`src/rtl/multicycle_ctrl.sv`:
```
// FSM control unit for the multicycle TinyRV1 core: decodes the latched instruction, arbitrates
// the shared memory port between fetch and LW/SW, and sequences the iterative multiplier.
module multicycle_ctrl (
  input  logic        clk,
  input  logic        rst_n,
  input  logic [31:0] inst,
  input  logic        eq,
  input  logic        mul_done,
  input  logic        mem_req_rdy,
  input  logic        mem_resp_val,
  output logic        mem_req_val,
  output logic        mem_req_wr,
  output logic        mem_addr_sel,
  output logic        ir_en,
  output logic [1:0]  imm_type,
  output logic        alu_bsel,
  output logic        mul_start,
  output logic        rf_wen,
  output logic [1:0]  wb_sel,
  output logic        pc_en,
  output logic [1:0]  pc_sel,
  output logic        retire,
  output logic        illegal
);

  typedef enum logic [3:0] {
    StFetch, StFwait, StDecode, StExec, StMulw, StMem, StMwait, StWb, StHalt
  } state_e;

  typedef enum logic [3:0] {
    OpAdd, OpAddi, OpMul, OpLw, OpSw, OpJal, OpJr, OpBne, OpIll
  } op_e;

  state_e     state_q, state_d;
  logic       illegal_q, illegal_d;
  op_e        op;
  logic [1:0] imm_sel;
  logic       rd_nz;

  logic [6:0] opcode;
  logic [2:0] funct3;
  logic [6:0] funct7;
  logic       unused_rs1;

  assign opcode     = inst[6:0];
  assign funct3     = inst[14:12];
  assign funct7     = inst[31:25];
  assign rd_nz      = |inst[11:7];
  assign unused_rs1 = ^inst[19:15];

  always_comb begin
    op = OpIll;
    case (opcode)
      7'b0110011: begin
        if (funct3 == 3'b000 && funct7 == 7'b0000000) op = OpAdd;
        else if (funct3 == 3'b000 && funct7 == 7'b0000001) op = OpMul;
      end
      7'b0010011: if (funct3 == 3'b000) op = OpAddi;
      7'b0000011: if (funct3 == 3'b010) op = OpLw;
      7'b0100011: if (funct3 == 3'b010) op = OpSw;
      7'b1101111: op = OpJal;
      // JR is JALR restricted to rd=x0 and a zero offset
      7'b1100111: if (funct3 == 3'b000 && !rd_nz && inst[31:20] == 12'h000) op = OpJr;
      7'b1100011: if (funct3 == 3'b001) op = OpBne;
      default: op = OpIll;
    endcase
  end

  always_comb begin
    case (op)
      OpSw:    imm_sel = 2'd1;
      OpJal:   imm_sel = 2'd2;
      OpBne:   imm_sel = 2'd3;
      default: imm_sel = 2'd0;
    endcase
  end

  always_ff @(posedge clk) begin
    if (!rst_n) begin
      state_q   <= StFetch;
      illegal_q <= 1'b0;
    end else begin
      state_q   <= state_d;
      illegal_q <= illegal_d;
    end
  end

  always_comb begin
    state_d      = state_q;
    illegal_d    = illegal_q;
    mem_req_val  = 1'b0;
    mem_req_wr   = 1'b0;
    mem_addr_sel = 1'b0;
    ir_en        = 1'b0;
    imm_type     = 2'd0;
    alu_bsel     = 1'b0;
    mul_start    = 1'b0;
    rf_wen       = 1'b0;
    wb_sel       = 2'd0;
    pc_en        = 1'b0;
    pc_sel       = 2'd0;

    if (state_q inside {StDecode, StExec, StMulw, StMem, StMwait, StWb}) imm_type = imm_sel;

    case (state_q)
      StFetch: begin
        mem_req_val = 1'b1;
        if (mem_req_rdy) state_d = StFwait;
      end
      StFwait: begin
        if (mem_resp_val) begin
          ir_en   = 1'b1;
          state_d = StDecode;
        end
      end
      StDecode: begin
        if (op == OpIll) begin
          illegal_d = 1'b1;
          state_d   = StHalt;
        end else begin
          state_d = StExec;
        end
      end
      StExec: begin
        case (op)
          OpAdd:  state_d = StWb;
          OpAddi: begin
            alu_bsel = 1'b1;
            state_d  = StWb;
          end
          OpMul: begin
            mul_start = 1'b1;
            state_d   = StMulw;
          end
          OpLw, OpSw: begin
            alu_bsel = 1'b1;
            state_d  = StMem;
          end
          OpJal: begin
            rf_wen  = rd_nz;
            wb_sel  = 2'd3;
            pc_sel  = 2'd1;
            pc_en   = 1'b1;
            state_d = StFetch;
          end
          OpJr: begin
            pc_sel  = 2'd2;
            pc_en   = 1'b1;
            state_d = StFetch;
          end
          OpBne: begin
            pc_sel  = eq ? 2'd0 : 2'd1;
            pc_en   = 1'b1;
            state_d = StFetch;
          end
          default: state_d = StHalt;
        endcase
      end
      StMulw: begin
        if (mul_done) state_d = StWb;
      end
      StMem: begin
        mem_req_val  = 1'b1;
        mem_addr_sel = 1'b1;
        mem_req_wr   = (op == OpSw);
        alu_bsel     = 1'b1;
        if (mem_req_rdy) state_d = StMwait;
      end
      StMwait: begin
        if (mem_resp_val) begin
          if (op == OpSw) begin
            pc_en   = 1'b1;
            state_d = StFetch;
          end else begin
            wb_sel  = 2'd2;
            state_d = StWb;
          end
        end
      end
      StWb: begin
        rf_wen  = rd_nz;
        wb_sel  = (op == OpMul) ? 2'd1 : (op == OpLw) ? 2'd2 : 2'd0;
        pc_en   = 1'b1;
        state_d = StFetch;
      end
      StHalt: ;
      default: state_d = StFetch;
    endcase

    // Reset asserted mid-instruction must not leak a partial RF/PC write or memory request
    if (!rst_n) begin
      mem_req_val  = 1'b0;
      mem_req_wr   = 1'b0;
      mem_addr_sel = 1'b0;
      ir_en        = 1'b0;
      imm_type     = 2'd0;
      alu_bsel     = 1'b0;
      mul_start    = 1'b0;
      rf_wen       = 1'b0;
      wb_sel       = 2'd0;
      pc_en        = 1'b0;
      pc_sel       = 2'd0;
    end
  end

  assign retire  = pc_en;
  assign illegal = illegal_q & rst_n;

endmodule
```
`config.mk`:
```
export PLATFORM = sky130hd
export DESIGN_NAME = multicycle_ctrl
export DESIGN_NICKNAME = d
export VERILOG_FILES = /design/src/rtl/multicycle_ctrl.sv
export SDC_FILE = /design/constraint.sdc
export NUM_CORES = 1
export LEC_CHECK = 0
export ABC_AREA = 0
export CORE_AREA = 2 2 52 54
export CTS_CLUSTER_SIZE = 12
export DETAILED_ROUTE_END_ITERATION = 10
export DIE_AREA = 0 0 54 56
export PLACE_DENSITY_LB_ADDON = 0.1
export SYNTH_ARGS = -nofsm -noshare
export SYNTH_HDL_FRONTEND = slang
export SYNTH_SLANG_ARGS = --single-unit
export TNS_END_PERCENT = 20
```
`constraint.sdc`:
```
create_clock -name clk -period 4.44 [get_ports clk]
set_input_delay 0.888 -clock clk [delete_from_list [all_inputs] [get_ports clk]]
set_output_delay 0.888 -clock clk [all_outputs]
set_load 0.005 [all_outputs]
```
## Word-level counts from Yosys, hierarchy flattened

Cells that the tools add are included.

- Register bits after elaboration: 5
- Bits in latches: 0
- Bits in writable memories: 0
- Memory bits (read-only): 0
- Input bits: 38
- Output and inout bits: 16
- Logic and storage cells: 108
- Memories: 0

- Add/sub/neg operators: 0
- Multiply operators: 0
- Div/mod/pow operators: 0
- Order comparisons: 0
- Equal/unequal tests: 31
- Shifts and indexed selects: 0
- Mux-type cells: 54
- Bitwise logic cells: 2
- Reductions and logical operators: 19

Operators by type and width:

| operator | count |
|---|---|
| $mux W4 | 13 |
| $eq A4 B3 Y1 const B | 8 |
| $pmux W4 S8 | 1 |
| $pmux W4 S7 | 1 |
| $eq A7 B7 Y1 const B | 3 |
| $mux W1 | 21 |
| $mux W2 | 10 |
| $pmux W2 S3 | 3 |
| $eq A4 B2 Y1 const B | 4 |
| $pmux W4 S4 | 1 |
| $eq A7 B6 Y1 const B | 2 |
| $logic_not A12 Y1 | 1 |
| $ne A2 B2 Y1 const B | 5 |
| $eq A4 B1 Y1 const B | 2 |
| $eq A4 B4 Y1 const B | 2 |
| $logic_not A4 Y1 | 2 |
| $eq A7 B1 Y1 const B | 1 |
| $eq A7 B2 Y1 const B | 1 |
| $eq A7 B5 Y1 const B | 1 |
| $logic_not A7 Y1 | 1 |
| $reduce_and A6 Y1 | 1 |
| $reduce_bool A6 Y1 | 1 |
| $reduce_or A2 Y1 | 3 |
| $reduce_or A3 Y1 | 2 |
| other kinds (12) | 16 |

## Logic depth before layout (Yosys ltp)

- Word-level depth: 11
- Mapped depth: 8
- Mapped depth without buffers: 6

## Worst setup path before layout

Ideal clock, no wire load.

- Kind: input -> output
- Start point: in inst[27]
- End point: out retire
- Arrival time: 2.320 ns
- Required time: 3.552 ns
- Setup slack: 1.232 ns
- Cell stages on the path: 7
- Buffers on the path: 1
- Path through: nor4_1 -> nand3_1 -> nor3_1 -> a31oi_1 -> and2_1 -> o21ai_1 -> buf_4

- Cells in the longest elaborated chain, start to end: 10
- Elaborated cells on any way between the ends: 20
- Classes of those cells: eq/ne: 5; mux: 9; reduce/logical: 6

RTL lines:

| what | line | RTL |
|---|---|---|
| from (decl) | 6 | `input logic [31:0] inst,` |
| $eq A7 B1 Y1 | 56 | `else if (funct3 == 3'b000 && funct7 == 7'b0000001) op = OpMul;` |
| $logic_and A1 B1 Y1 | 56 |  |
| $mux W4 | 56 |  |
| $mux W4 | 55 | `if (funct3 == 3'b000 && funct7 == 7'b0000000) op = OpAdd;` |
| $pmux W4 S7 (*) | 53 | `case (opcode)` |
| $eq A4 B3 Y1 (on tied branches) | 125, 171 |  |
| $reduce_or A3 Y1 (no source line) or $mux W1 (tied branches) | -- |  |
| $mux W1 (on tied branches) | 125, 170 |  |
| $pmux W1 S3 (*) | 105 | `case (state_q)` |
| $mux W1 (*) | 191 | `if (!rst_n) begin` |
| to (decl) | 22 | `output logic retire,` |

Every way passes the cells marked *; elsewhere a longest branch is shown, timed or not.

## Final worst setup path

Same ends and word-level chain as after synthesis.

==> impl_metrics.tcl <==
set metrics [dict create \
    status "finished clean" \
    die_area_um2 3024 \
    start_util_pct 40.74 \
    fin_tns_setup_ps 0 \
    rsz0062_at_grt "false" \
    drc 0 \
    cts_tree "yes" \
    synth_edf_count 0 \
    place_congestion 0.8597 \
    io_buffers 48 \
    io_pins 54 \
    multiInputGateArea_um2 830.8 \
    crit_path_frequent_cell "clkdlybuf4s50_1" \
    critPathRequiredTime_ps 3550 \
    finalCritPeriodShare_pct 94.93 \
    max_slew.worst_pin.slew_ps 483.7 \
    yosys.area.top_type_share_pct 10.10 \
    fillCellCount 229 \
    numCtsBuffers 3 \
    cts-htree-levels 1 \
    place_ws_ps 167.6 \
    cap_violations 0 \
    chipHeight_um 56 \
    synthesis.yosys.warnings 0 \
    mostFrequentLayoutCell "clkdlybuf4s50_1" \
    worstSetupEndpointType "output pin" \
    period_minus_slack_ps 4215 \
    clock_latency_ps 250 \
    via_per_inst 5.896 \
    wirelength_mm 3.113 \
    grtUsageTotal_pct 21.56 \
    finClkSkew_ps 5.533 \
    avgSynthCellArea_um2 6.882 \
    core_um2 2432 \
    drive_above_1_share_pct 10.99 \
    cts_max_path_buffers 2 \
    ys_top_cells_by_area "dfxtp_1 (10%), nor2_1 (5.7%), nand3_1 (5.6%)" \
    ys_seq_area_share_pct 10.10 \
    post-dp-hpwl_mm 2.489 \
    syn_area_um2 991.0 \
    area_growth_pct 53.03 \
    r2r_slack_ps 2600 \
    power.density_nw_per_um2 150.9 \
    hold_viol_final 0 \
    critPathSlowestCell "clkdlybuf4s50_1" \
    overflow 0 \
    final_util_pct 62.35 \
    worst_slack_ps 225.1 \
    netlist_instances 144 \
    synth_seq_cells 5 \
    timing.slew.headroom_pct 67.71 \
    grt_pass1_wl_mm 5.161 \
    syn_nets 182 \
    vias 1303 \
    grt_pass1_vias 1242 \
    finalNetCount 230 \
    cp_data_arrival_time_ps 3330 \
    die_x_um 54 \
    holdBufCountCts 0 \
    ys.flop_type "dfxtp_1" \
    drtIter0Drc 25 \
    clkTransAtPathRegs_ps 50 \
    final_cell_mix "clkdlybuf4s50_1 (48), nor2_1 (15), nand2_1 (14)" \
    cts_num_sinks 5 \
    std_cell_rows 18 \
    seq_area_um2 100.1 \
    fmax_ghz 0.2373 \
    p_leak_uw 0.0004962 \
    first_pass_iters 4 \
    antenna_found_initial 0 \
    crit_path_max_incr_delay_ps 530 \
    maxSlewViolCount 0 \
    hp-class "register to register" \
    path_cells "clkdlybuf4s50_1 -> nor4_1 -> nand3_1 -> nor3_1 -> a31oi_1 -> and2_1 -> o21ai_1 -> clkdlybuf4s50_1" \
    ir_drop_mv 0.09347 \
    antenna_left 0 \
    setup_violations 0 \
    cts_root_buf "clkbuf_4" \
    async_reset_ff_share_pct 0 \
    worstPathMaxFanout 5 \
    synth_area_leader_cell "dfxtp_1" \
    startpoint_type "primary input" \
    grt_start_max_net_pins 16 \
    synthDistinctLibCells 53 \
    crit_type "primary input to output pin" \
    wire_per_inst_um 14.09 \
    diodes 0 \
]
-- final timing paths --
| check | from | endpoint | depth (start not counted) |
|---|---|---|---|
| hold / removal | illegal_q$_SDFFE_PN0P_ | illegal_q$_SDFFE_PN0P_ | 2 |
| setup / recovery | inst[27] | retire | 8 |
| hold reg to reg | illegal_q$_SDFFE_PN0P_ | illegal_q$_SDFFE_PN0P_ | 2 |
| setup reg to reg | state_q[1]$_SDFFE_PN0P_ | state_q[0]$_SDFFE_PN0P_ | 5 |
-- layout make-up --
type	count	share of cell area (%)
flip-flops and latches	5	6.601
repair buffers	51	33.17
inverters	5	1.238
clock buffers	4	1.733
well taps	30	2.475
multi-input cells	126	54.79
-- synth_stat cells (5+ instances only) --
| cell | count |
|---|---|
| dfxtp_1 | 5 |
| nand3_1 | 11 |
| a21oi_1 | 6 |
| o21ai_0 | 6 |
| nor2b_1 | 6 |
| inv_1 | 5 |
| and2_1 | 5 |
| nor2_1 | 15 |
| nand2_1 | 14 |
| nor3_1 | 6 |
-- where the power goes --
group          switching [uW]  total [uW]  internal [uW]
registers                14.5        64.5           50.1
clock network            21.5        55.6           34.1
logic                    46.9         109           61.8
total                    82.9         229            146
-- what timing repair did --
action	4_1_cts	5_1_grt
endpoints found under the setup margin	0	2
gates resized for setup	0	1
buffers inserted	0	0
-- flip-flops by register name, indices dropped and copies added, names as in the netlist --
| name | flops |
|---|---|
| state_q | 4 |
| illegal_q | 1 |
-- through the flow --
stage	instance area (um2)	instances	hold slack (ps)	power, uW
final	1516	221	493.5	228.9
after global routing	1516	221	519.8	245.2
after CTS	1511	221	501.7	229.8
after detailed placement	1485	217	486.4	172.4
after global placement	1485	217	479.8	169.0
after floorplan	991.0	144	450.1	122.9
-- layer usage --
metal | routed length, um | up-vias | global-route usage [%]
li1 | - | 639 | -
met4 | 45 | 0 | 7.143
met2 | 1673 | 42 | 39.37
met3 | 142 | 7 | 2.957
met1 | 1252 | 615 | 24.43
met5 | 0 | - | 0
-- critical path, delay by kind of cell --
family,cells,cell delay (ps)
AO/OA/AOI/OAI,2,390
AND/OR/NAND/NOR,4,1130
buffers and inverters,2,930
-- logic make-up after synthesis --
| logic type | synth area share, % |
|---|---|
| AOI/OAI and AO/OA | 27.02 |
| DFF | 10.10 |
| and+or+nand+nor | 54.17 |
| buffers and inverters | 6.564 |
| muxes | 2.146 |
(Power assumes the default switching activity.)
